**config.mk**
```make
export PLATFORM = sky130hd
export DESIGN_NAME = pipelined_control_flat
export DESIGN_NICKNAME = d
export VERILOG_FILES = /design/src/rtl/pipelined_control_if.sv /design/src/rtl/pipelined_control.sv /design/src/flat_wrapper.sv
export SDC_FILE = /design/constraint.sdc
export NUM_CORES = 1
export LEC_CHECK = 0
export ABC_AREA = 0
export BUFFER_PORTS_ARGS = -buffer_cell sky130_fd_sc_hd__buf_2
export CAP_MARGIN = 15
export CORE_AREA = 5 5 71 57
export DETAILED_ROUTE_END_ITERATION = 16
export DIE_AREA = 0 0 76 62
export GPL_ROUTABILITY_DRIVEN = 1
export PLACE_DENSITY = 0.74
export SLEW_MARGIN = 20
export SYNTH_ARGS = -nofsm -noshare
export SYNTH_HDL_FRONTEND = slang
export SYNTH_SLANG_ARGS = --single-unit
```
**constraint.sdc**
```tcl
create_clock -name clk_i -period 1.6 [get_ports clk_i]
set_input_delay 0.32 -clock clk_i [delete_from_list [all_inputs] [get_ports clk_i]]
set_output_delay 0.32 -clock clk_i [all_outputs]
set_load 0.01 [all_outputs]
```
**src/rtl/pipelined_control_if.sv**
```systemverilog
// pipelined_control_if: fetch-side request and execute-side control bundle of the decode stage.
interface pipelined_control_if;
    logic        in_valid_i;
    logic        in_ready_o;
    logic [31:0] instr_i;
    logic        flush_i;
    logic        out_valid_o;
    logic        out_ready_i;
    logic [1:0]  alu_1_src_o;
    logic        alu_2_src_o;
    logic        reg_write_o;
    logic        is_branch_o;
    logic        is_jal_o;
    logic        is_jalr_o;
    logic        mem_write_o;
    logic        mem_read_o;
    logic [1:0]  mem_width_o;
    logic        mem_sign_extend_o;
    logic [1:0]  reg_src_o;
    logic [3:0]  alu_op_o;
    logic        alu_flag_o;
    logic        illegal_o;
    logic        muldiv_busy_o;

    modport master (
        output in_valid_i, instr_i, flush_i, out_ready_i,
        input  in_ready_o, out_valid_o, alu_1_src_o, alu_2_src_o, reg_write_o, is_branch_o,
               is_jal_o, is_jalr_o, mem_write_o, mem_read_o, mem_width_o, mem_sign_extend_o,
               reg_src_o, alu_op_o, alu_flag_o, illegal_o, muldiv_busy_o
    );

    modport slave (
        input  in_valid_i, instr_i, flush_i, out_ready_i,
        output in_ready_o, out_valid_o, alu_1_src_o, alu_2_src_o, reg_write_o, is_branch_o,
               is_jal_o, is_jalr_o, mem_write_o, mem_read_o, mem_width_o, mem_sign_extend_o,
               reg_src_o, alu_op_o, alu_flag_o, illegal_o, muldiv_busy_o
    );
endinterface

```
**src/rtl/pipelined_control.sv**
```systemverilog
// pipelined_control: RV32I(+M) decode stage with a one-entry ID register that holds M ops for their latency.
module pipelined_control #(
    parameter int ENABLE_M   = 1,
    parameter int MUL_CYCLES = 3,
    parameter int DIV_CYCLES = 8
) (
    input logic clk_i,
    input logic rst_i,
    pipelined_control_if.slave bus
);
    localparam int MAX_LAT = MUL_CYCLES > DIV_CYCLES ? MUL_CYCLES : DIV_CYCLES;
    localparam int CW = $clog2(MAX_LAT + 1);
    localparam logic [CW-1:0] MUL_LD = CW'(MUL_CYCLES > 1 ? MUL_CYCLES - 2 : 0);
    localparam logic [CW-1:0] DIV_LD = CW'(DIV_CYCLES > 1 ? DIV_CYCLES - 2 : 0);

    typedef enum logic [1:0] {IDLE, WAIT, HOLD} state_t;

    typedef struct packed {
        logic [1:0] alu_1_src;
        logic       alu_2_src;
        logic       reg_write;
        logic       is_branch;
        logic       is_jal;
        logic       is_jalr;
        logic       mem_write;
        logic       mem_read;
        logic [1:0] mem_width;
        logic       mem_sign_extend;
        logic [1:0] reg_src;
        logic [3:0] alu_op;
        logic       alu_flag;
        logic       illegal;
    } ctrl_t;

    state_t        state_q, state_d;
    logic [CW-1:0] cnt_q, cnt_d;
    ctrl_t         ctrl_q, ctrl_d, dec;
    logic [6:0]    opc, f7;
    logic [2:0]    f3;
    logic          op_lui, op_auipc, op_jal, op_jalr, op_br, op_ld, op_st, op_imm, op_reg;
    logic          regari_ok, illegal, m_op, m_wait, accept;

    assign opc      = bus.instr_i[6:0];
    assign f3       = bus.instr_i[14:12];
    assign f7       = bus.instr_i[31:25];
    assign op_lui   = opc == 7'b0110111;
    assign op_auipc = opc == 7'b0010111;
    assign op_jal   = opc == 7'b1101111;
    assign op_jalr  = opc == 7'b1100111;
    assign op_br    = opc == 7'b1100011;
    assign op_ld    = opc == 7'b0000011;
    assign op_st    = opc == 7'b0100011;
    assign op_imm   = opc == 7'b0010011;
    assign op_reg   = opc == 7'b0110011;

    assign regari_ok = f7 == 7'b0000000
                    || (f7 == 7'b0100000 && (f3 == 3'b000 || f3 == 3'b101))
                    || (f7 == 7'b0000001 && ENABLE_M != 0);
    assign illegal = !(op_lui || op_auipc || op_jal || op_jalr || op_br || op_ld || op_st || op_imm || op_reg)
                  || (op_reg && !regari_ok);
    assign m_op    = op_reg && f7 == 7'b0000001 && ENABLE_M != 0;
    assign m_wait  = m_op && (f3[2] ? DIV_CYCLES > 1 : MUL_CYCLES > 1);
    assign accept  = bus.in_valid_i && bus.in_ready_o;

    // Illegal words only arise from unknown opcodes or REGARI, so branch/jump/mem flags need no extra gating.
    always_comb begin
        dec.alu_1_src       = op_auipc ? 2'b10 : op_lui ? 2'b01 : 2'b00;
        dec.alu_2_src       = !(op_reg || op_br);
        dec.reg_write       = !(op_st || op_br || illegal);
        dec.is_branch       = op_br;
        dec.is_jal          = op_jal;
        dec.is_jalr         = op_jalr;
        dec.mem_write       = op_st;
        dec.mem_read        = op_ld;
        dec.mem_width       = f3[1:0];
        dec.mem_sign_extend = !f3[2];
        dec.reg_src         = (op_jal || op_jalr) ? 2'b10 : op_ld ? 2'b01 : 2'b00;
        dec.alu_op          = op_reg ? {f7[0], f3} : op_imm ? {1'b0, f3} : 4'b0000;
        dec.alu_flag        = f7[5] && (((op_reg || op_imm) && f3 == 3'b101) || (op_reg && f3 == 3'b000));
        dec.illegal         = illegal;
    end

    always_ff @(posedge clk_i) begin
        if (rst_i) begin
            state_q <= IDLE;
            cnt_q   <= '0;
            ctrl_q  <= '0;
        end else begin
            state_q <= state_d;
            cnt_q   <= cnt_d;
            ctrl_q  <= ctrl_d;
        end
    end

    always_comb begin
        state_d = state_q;
        cnt_d   = cnt_q;
        ctrl_d  = ctrl_q;
        if (state_q == WAIT) begin
            state_d = cnt_q == '0 ? HOLD : WAIT;
            cnt_d   = cnt_q == '0 ? '0 : cnt_q - CW'(1);
        end else if (accept) begin
            state_d = m_wait ? WAIT : HOLD;
            cnt_d   = m_wait ? (f3[2] ? DIV_LD : MUL_LD) : '0;
            ctrl_d  = dec;
        end else if (state_q == HOLD && bus.out_ready_i) begin
            state_d = IDLE;
        end
        if (bus.flush_i) begin
            state_d = IDLE;
            cnt_d   = '0;
            ctrl_d  = '0;
        end
    end

    always_comb begin
        bus.in_ready_o    = !rst_i && !bus.flush_i && (state_q == IDLE || (state_q == HOLD && bus.out_ready_i));
        bus.out_valid_o   = state_q == HOLD;
        bus.muldiv_busy_o = state_q == WAIT;
        {bus.alu_1_src_o, bus.alu_2_src_o, bus.reg_write_o, bus.is_branch_o, bus.is_jal_o,
         bus.is_jalr_o, bus.mem_write_o, bus.mem_read_o, bus.mem_width_o, bus.mem_sign_extend_o,
         bus.reg_src_o, bus.alu_op_o, bus.alu_flag_o, bus.illegal_o} = ctrl_q;
    end
endmodule

```
**src/flat_wrapper.sv**
```systemverilog
// flat-port wrapper written by rule: the top's interface ports become plain ports
module pipelined_control_flat 
#(
    parameter int ENABLE_M   = 1,
    parameter int MUL_CYCLES = 3,
    parameter int DIV_CYCLES = 8
)
  (clk_i, rst_i, bus_in_valid_i, bus_instr_i, bus_flush_i, bus_out_ready_i, bus_in_ready_o, bus_out_valid_o, bus_alu_1_src_o, bus_alu_2_src_o, bus_reg_write_o, bus_is_branch_o, bus_is_jal_o, bus_is_jalr_o, bus_mem_write_o, bus_mem_read_o, bus_mem_width_o, bus_mem_sign_extend_o, bus_reg_src_o, bus_alu_op_o, bus_alu_flag_o, bus_illegal_o, bus_muldiv_busy_o);
  pipelined_control_if bus_i ();
  input logic clk_i;
  input logic rst_i;
  input wire logic [$bits(bus_i.in_valid_i)-1:0] bus_in_valid_i;
  input wire logic [$bits(bus_i.instr_i)-1:0] bus_instr_i;
  input wire logic [$bits(bus_i.flush_i)-1:0] bus_flush_i;
  input wire logic [$bits(bus_i.out_ready_i)-1:0] bus_out_ready_i;
  output wire logic [$bits(bus_i.in_ready_o)-1:0] bus_in_ready_o;
  output wire logic [$bits(bus_i.out_valid_o)-1:0] bus_out_valid_o;
  output wire logic [$bits(bus_i.alu_1_src_o)-1:0] bus_alu_1_src_o;
  output wire logic [$bits(bus_i.alu_2_src_o)-1:0] bus_alu_2_src_o;
  output wire logic [$bits(bus_i.reg_write_o)-1:0] bus_reg_write_o;
  output wire logic [$bits(bus_i.is_branch_o)-1:0] bus_is_branch_o;
  output wire logic [$bits(bus_i.is_jal_o)-1:0] bus_is_jal_o;
  output wire logic [$bits(bus_i.is_jalr_o)-1:0] bus_is_jalr_o;
  output wire logic [$bits(bus_i.mem_write_o)-1:0] bus_mem_write_o;
  output wire logic [$bits(bus_i.mem_read_o)-1:0] bus_mem_read_o;
  output wire logic [$bits(bus_i.mem_width_o)-1:0] bus_mem_width_o;
  output wire logic [$bits(bus_i.mem_sign_extend_o)-1:0] bus_mem_sign_extend_o;
  output wire logic [$bits(bus_i.reg_src_o)-1:0] bus_reg_src_o;
  output wire logic [$bits(bus_i.alu_op_o)-1:0] bus_alu_op_o;
  output wire logic [$bits(bus_i.alu_flag_o)-1:0] bus_alu_flag_o;
  output wire logic [$bits(bus_i.illegal_o)-1:0] bus_illegal_o;
  output wire logic [$bits(bus_i.muldiv_busy_o)-1:0] bus_muldiv_busy_o;
  assign bus_i.in_valid_i = bus_in_valid_i;
  assign bus_i.instr_i = bus_instr_i;
  assign bus_i.flush_i = bus_flush_i;
  assign bus_i.out_ready_i = bus_out_ready_i;
  assign bus_in_ready_o = bus_i.in_ready_o;
  assign bus_out_valid_o = bus_i.out_valid_o;
  assign bus_alu_1_src_o = bus_i.alu_1_src_o;
  assign bus_alu_2_src_o = bus_i.alu_2_src_o;
  assign bus_reg_write_o = bus_i.reg_write_o;
  assign bus_is_branch_o = bus_i.is_branch_o;
  assign bus_is_jal_o = bus_i.is_jal_o;
  assign bus_is_jalr_o = bus_i.is_jalr_o;
  assign bus_mem_write_o = bus_i.mem_write_o;
  assign bus_mem_read_o = bus_i.mem_read_o;
  assign bus_mem_width_o = bus_i.mem_width_o;
  assign bus_mem_sign_extend_o = bus_i.mem_sign_extend_o;
  assign bus_reg_src_o = bus_i.reg_src_o;
  assign bus_alu_op_o = bus_i.alu_op_o;
  assign bus_alu_flag_o = bus_i.alu_flag_o;
  assign bus_illegal_o = bus_i.illegal_o;
  assign bus_muldiv_busy_o = bus_i.muldiv_busy_o;
  pipelined_control #(.ENABLE_M(ENABLE_M), .MUL_CYCLES(MUL_CYCLES), .DIV_CYCLES(DIV_CYCLES)) u_core (.clk_i(clk_i), .rst_i(rst_i), .bus(bus_i));
endmodule
```
==> qor.yml, run 1 <==
synth_area_leaders: "dfxtp_1, a21oi_1, nand2_1"
drtPass1Iterations: 4
die_h_um: 62
hold_depth: 2
critical_path_required_ns: 1.82
period_minus_slack_ns: 1.58
ant_nets: 0
clockBufferDepth: 2
area_growth_pct: 31.8
hpwl_um: 2690
drc: 0
drive_above_1_share_pct: 35.1
dpl.cell_count: 244
dominantRegCellSynth: "dfxtp_1"
synth-simple-area-share_pct: 31.5
skew_ns: 0.00503
setup_viol: 0
viasPerCell: 5.48
grt_setup_unrepaired: "yes"
synthCells: 154
ys_types: 42
grt_usage_pct: 15.3
path_buf_inv: 0
final.fill_count: 317
grt-ovfl-total: 0
wl_per_cell_um: 13.9
std_cell_rows: 18
clk_pin_slew_worst_paths_ns: 0.09
status: "complete, no violations"
wl_um: 3440
globalRoute.busiestLayer: "met2"
synth_compound_area_share_pct: 22.2
place_area_mm2: 0.00163
fin_nets: 246
worst_slack_ns: 0.0172
synth_top_area_cell: "dfxtp_1"
hold_viol_final: 0
antenna_found_initial: 0
critPathMaxFanout: 3
syn_nets: 191
met2_usage_pct: 23.5
grt_pass1_wl_um: 5890
gp_congestion: 0.858
worst_pin_slew_ns: 0.442
slowest_stage: "or4b_4"
cp_top_family: "simple AND/OR/NAND/NOR gates"
core_mm2: 0.00322
pin_count: 60
finalCritPeriodShare_pct: 98.9
async_reset_ff_share_pct: 0
grt_pass1_vias: 1272
dp_slack_ns: -0.106
max_freq_mhz: 632
arrival_ns: 1.80
ys_warn_count: 0
cts_tree: "built"
die_width_um: 76
grt_max_degree: 15
use_met1_pct: 21.2
p_leak_nw: 0.697
maxSlewViolCount: 0
finish.instance_area_mm2: 0.00169
dieArea_mm2: 0.00471
cts-root-buf: "clkbuf_8"
numPortBuffers: 44
cts_hold_buf: 0
synth.top_cell.area_share_pct: 40.5
critPathLaunchType: "register"
synthAdderAreaFrac_pct: 0
num_vias: 1358
endpoint_kind: "register"
pwr_density_cell_mw_per_mm2: 724
drv_cap: 0
cts.htree.levels: 1
synthMuxAreaShare_pct: 0
path_class: "reg2reg"
r2r_cells: 4
totalNegativeSetupSlack_ns: 0
syn_area_mm2: 0.00128
synth-seq-cells: 26
fin_cells: 248
crit_chain: "or4b_4, or4_4, a2bb2oi_2, nor2_2"
synth_xor_area_share_pct: 1.36
gr-usage-met3_pct: 4.76
synth_edf_count: 0
cts_sinks: 26
utilization_pct: 52.6
clkLatencyLatePin_ns: 0.27
critPathMaxStageDelay_ns: 0.54
syn_avg_cell_area_um2: 8.34
synth_top_family_by_area: "simple AND/OR/NAND/NOR gates"
synth_seq_area_share_pct: 40.5
irDropWorstVdd_uv: 361
numCtsBuffers: 3
drt-initial-drc-count: 49
cp.depth: 4
maxSlewHeadroom_pct: 70.4
start_util_pct: 39.9
hp-class: "in2reg"
antenna_cells: 0
==> stage by stage <==
stage | power, mW | hold slack [ns]
floorplan | 0.739 | 0.446
global placement | 0.810 | 0.440
detailed placement | 0.811 | 0.445
CTS | 1.23 | 0.314
global route | 1.28 | 0.338
finish | 1.23 | 0.318
==> cells in the final DEF, fill, tap and decap left out, drive strengths merged, types with 2 or more instances in the layout <==
| cell type | netlist | routed |
|---|---|---|
| or2 | 3 | 3 |
| buf | 2 | 59 |
| nor2b | 3 | 3 |
| a21oi | 17 | 17 |
| a22o | 6 | 6 |
| nand2b | 3 | 3 |
| o21ai | 4 | 4 |
| a2bb2oi | 2 | 2 |
| nand2 | 16 | 16 |
| a31oi | 3 | 3 |
| inv | 4 | 4 |
| a211oi | 3 | 3 |
| nor2 | 11 | 11 |
| nand4 | 4 | 4 |
| dfxtp | 26 | 26 |
| nor3b | 2 | 2 |
| or3 | 5 | 5 |
| nor3 | 8 | 8 |
| or4b | 2 | 2 |
| clkbuf | 7 | 4 |
| nor4 | 3 | 3 |
| nand4b | 2 | 2 |
| nand3 | 2 | 2 |
==> area by class of cell <==
type	instances	area (µm²)	share of cell area, %
timing repair buffer	59	333	19.6
sequential	26	520	30.7
inverter	4	15.0	0.886
tap	40	50.0	2.95
clock buffer	4	55.1	3.25
multi-input combinational	115	721	42.5
==> layer usage <==
metal / vias up / part of all wire [%]
met5: - / 0
met4: 0 / 0.38
met3: 2 / 7.7
met2: 47 / 43
met1: 636 / 49
li1: 673 / -
==> cells by family (layout without fill, tap and decap cells) <==
kind of cell,after synthesis,after routing
and+or+nand+nor,71,71
xor gates and xnor gates,2,2
AOI/OAI and AO/OA,42,42
DFF,26,26
buffers and inverters,13,67
==> worst paths after layout <==
path                                              start                      end  slack [ns]
worst max register to register        u_core.state_q[0]      u_core.bus.is_jal_o        0.02
worst min-delay path                    bus_instr_i[13]   u_core.bus.alu_op_o[1]        0.32
worst min register to register  u_core.bus.reg_src_o[0]  u_core.bus.reg_src_o[0]        0.46
worst max-delay path                  u_core.state_q[0]      u_core.bus.is_jal_o        0.02
==> worst reg2reg max path, cell delays in order (launching register included) <==
cell and delay, ns:
dfxtp_1 0.32, or4b_4 0.54, or4_4 0.45, a2bb2oi_2 0.15, nor2_2 0.07
==> state kept, by name, indices dropped and copies added (netlist names), 2 cells and up <==
name and flops:
u_core.bus.mem_width_o 2, u_core.bus.alu_op_o 4, u_core.state_q 2, u_core.bus.alu_1_src_o 2
u_core.cnt_q 4, u_core.bus.reg_src_o 2
==> where the power goes <==
group | switching (mW) | internal [mW] | total (mW)
clock network | 0.206 | 0.220 | 0.426
registers | 0.00332 | 0.650 | 0.654
logic | 0.0824 | 0.0643 | 0.147
total | 0.292 | 0.935 | 1.23
==> synthesized netlist by cell type (4+ instances only) <==
| master | n |
|---|---|
| dfxtp_1 | 26 |
| a21oi_1 | 17 |
| nand2_1 | 16 |
| nor2_1 | 9 |
| nor3_1 | 8 |
| clkbuf_1 | 7 |
| a22o_1 | 6 |
| or3_1 | 5 |
| inv_1 | 4 |
| nand4_1 | 4 |
| o21ai_0 | 4 |
==> what timing repair did <==
action,in CTS,in global routing
buffers inserted,0,0
endpoints found under the setup margin,0,5
resized for setup,0,4
Note: power is estimated with default switching activity, not from simulation.
==> run 2: changes to the inputs <==
==> constraint.sdc (replaced) <==
create_clock -name clk_i -period 1.4 [get_ports clk_i]
set_input_delay 0.28 -clock clk_i [delete_from_list [all_inputs] [get_ports clk_i]]
set_output_delay 0.28 -clock clk_i [all_outputs]
set_load 0.01 [all_outputs]
==> qor.yml, run 2 (synthesized netlist as in run 1, its figures left out) <==
status: "complete, but fails checks"  # was complete, no violations
violations: "negative setup slack"
drt-initial-drc-count: 54  # was 49
maxSlewHeadroom_pct: 72.7  # was 70.4%
clk_pin_slew_worst_paths_ns: 0.09  # about the same
cts-root-buf: "clkbuf_8"  # unchanged
grt_setup_unrepaired: "yes"  # unchanged
start_util_pct: 39.9  # unchanged
finish.instance_area_mm2: 0.00189  # was 0.00169 mm²
max_freq_mhz: 648  # was 632 MHz
critPathLaunchType: "register"  # unchanged
die_h_um: 62  # unchanged
setup.worst_path.end: "u_core.bus.is_jal_o"  # unchanged
critPathMaxStageDelay_ns: 0.49  # was 0.54 ns
hold_viol_final: 0  # unchanged
rrSetupSlack_ns: -0.14  # was 0.02 ns
drtPass1Iterations: 4  # unchanged
clockBufferDepth: 2  # unchanged
final_common_cell: "buf_2"  # unchanged
grt_pass1_vias: 1315  # was 1272
std_cell_rows: 18  # unchanged
viasPerCell: 5.26  # was 5.48
dp_slack_ns: -0.271  # was -0.106 ns
skew_ns: 0.00356  # was 0.00503 ns
period_minus_slack_ns: 1.54  # was 1.58 ns
grt_usage_pct: 15.4  # was 15.3%
totalNegativeSetupSlack_ns: -0.356  # was 0 ns
hp-class: "in2reg"  # unchanged
crit_chain: "or4b_4, or4_4, a2bb2oi_2, nor2_2"  # unchanged
maxSlewViolCount: 0  # unchanged
whs_ns: 0.272  # was 0.318 ns
ant_nets: 0  # unchanged
cp_top_family: "simple AND/OR/NAND/NOR gates"  # unchanged
final_cell_mix: "buf_2, buf_4, dfxtp_1"  # was buf_2, dfxtp_1, a21oi_1
area_growth_pct: 47.4  # was 31.8%
drv_cap: 0  # unchanged
antenna_cells: 0  # unchanged
wl_per_cell_um: 13.3  # was 13.9 µm
cts_sinks: 26  # unchanged
clkLatencyLatePin_ns: 0.27  # about the same
cp-startpoint: "u_core.state_q[0]"  # unchanged
grt_max_degree: 16  # was 15
cts_tree: "built"  # unchanged
p_leak_nw: 0.804  # was 0.697 nW
finalCritPeriodShare_pct: 110  # was 98.9%
arrival_ns: 1.76  # was 1.80 ns
antenna_found_initial: 0  # unchanged
drive_above_1_share_pct: 45.1  # was 35.1%
grt-ovfl-total: 0  # unchanged
reg2reg_to: "u_core.bus.is_jal_o"  # unchanged
cp.depth: 4  # unchanged
slowest_stage: "or4b_4"  # unchanged
irDropWorstVdd_uv: 946  # was 361 µV
grt_pass1_wl_um: 5980  # was 5890 µm
wl_um: 3530  # was 3440 µm
critical_path_required_ns: 1.61  # was 1.82 ns
cts.htree.levels: 1  # unchanged
critPathMaxFanout: 3  # unchanged
num_vias: 1400  # was 1358
r2r_cells: 4  # unchanged
dieArea_mm2: 0.00471  # unchanged
pin_count: 60  # unchanged
numPortBuffers: 44  # unchanged
numCtsBuffers: 3  # unchanged
cts_hold_buf: 0  # unchanged
setup_viol: 4  # was 0
place_area_mm2: 0.00177  # was 0.00163 mm²
worst_slack_ns: -0.144  # was 0.0172 ns
worst_pin_slew_ns: 0.408  # was 0.442 ns
endpoint_kind: "register"  # unchanged
pwr_density_cell_mw_per_mm2: 830  # was 724 mW/mm²
path_class: "reg2reg"  # unchanged
reg2reg_from: "u_core.state_q[0]"  # unchanged
fin_nets: 264  # was 246
drc: 0  # unchanged
path_buf_inv: 0  # unchanged
core_mm2: 0.00322  # unchanged
die_width_um: 76  # unchanged
utilization_pct: 58.8  # was 52.6%
hpwl_um: 2900  # was 2690 µm
gp_congestion: 0.820  # was 0.858
## run 2: changes by cell type in the layout (fill, tap and decap cells not counted), sizes merged
cell    change
buf        +18
bufinv      +1
clkbuf      -1
## run 2: per-stage QoR
step                      cells  power (mW)
after floorplan             154       0.848
after global placement      261       0.960
after detailed placement    261       0.961
after CTS                   265        1.58
after global routing        266        1.64
final                       266        1.57
## run 2: worst reg2reg max path: stages, from the launching register on
cell,delay [ns]
dfxtp_2,0.33
or4b_4,0.49
or4_4,0.46
a2bb2oi_2,0.15
nor2_2,0.07
## run 2: what timing repair did
action / in CTS / in global routing
gates resized for setup: 2 / 13
setup buffers: 0 / 1
pin swaps: 0 / 6
cloned: 0 / 0
setup endpoints to repair: 12 / 24
## run 2: worst min path at each step
stage | start | endpoint | slack, ns | cells after the start
finish | bus_instr_i[13] | u_core.bus.alu_op_o[1] | 0.27 | 2
global route | bus_instr_i[13] | u_core.bus.alu_op_o[1] | 0.29 | 2
CTS | bus_instr_i[13] | u_core.bus.alu_op_o[1] | 0.27 | 2
detailed placement | u_core.bus.is_branch_o | u_core.bus.is_branch_o | 0.45 | 2
global placement | u_core.bus.alu_op_o[3] | u_core.bus.alu_op_o[3] | 0.44 | 2
floorplan | bus_instr_i[12] | u_core.bus.alu_op_o[0] | 0.41 | 1
## run 2: layout make-up
cell class              instances  area [µm²]
repair buffers                 77         472
fillers                       302        1330
inverters                       4        15.0
multi-input cells             115         761
clock inverters                 1        30.0
clock buffers                   3        41.3
well taps                      40        50.0
flip-flops and latches         26         526
## run 2: per-layer routing
layer	routed length, µm	up-vias	track usage (%)
met4	0	0	1.52
met2	1420	50	23.3
met3	239	0	4.03
met1	1870	639	22.7
li1	-	711	-
met5	0	-	0
## run 2: power by group
group	switching [mW]	total, mW	internal, mW
Clock	0.238	0.621	0.383
Combinational	0.102	0.206	0.104
Sequential	0.00419	0.746	0.742
Total	0.344	1.57	1.23
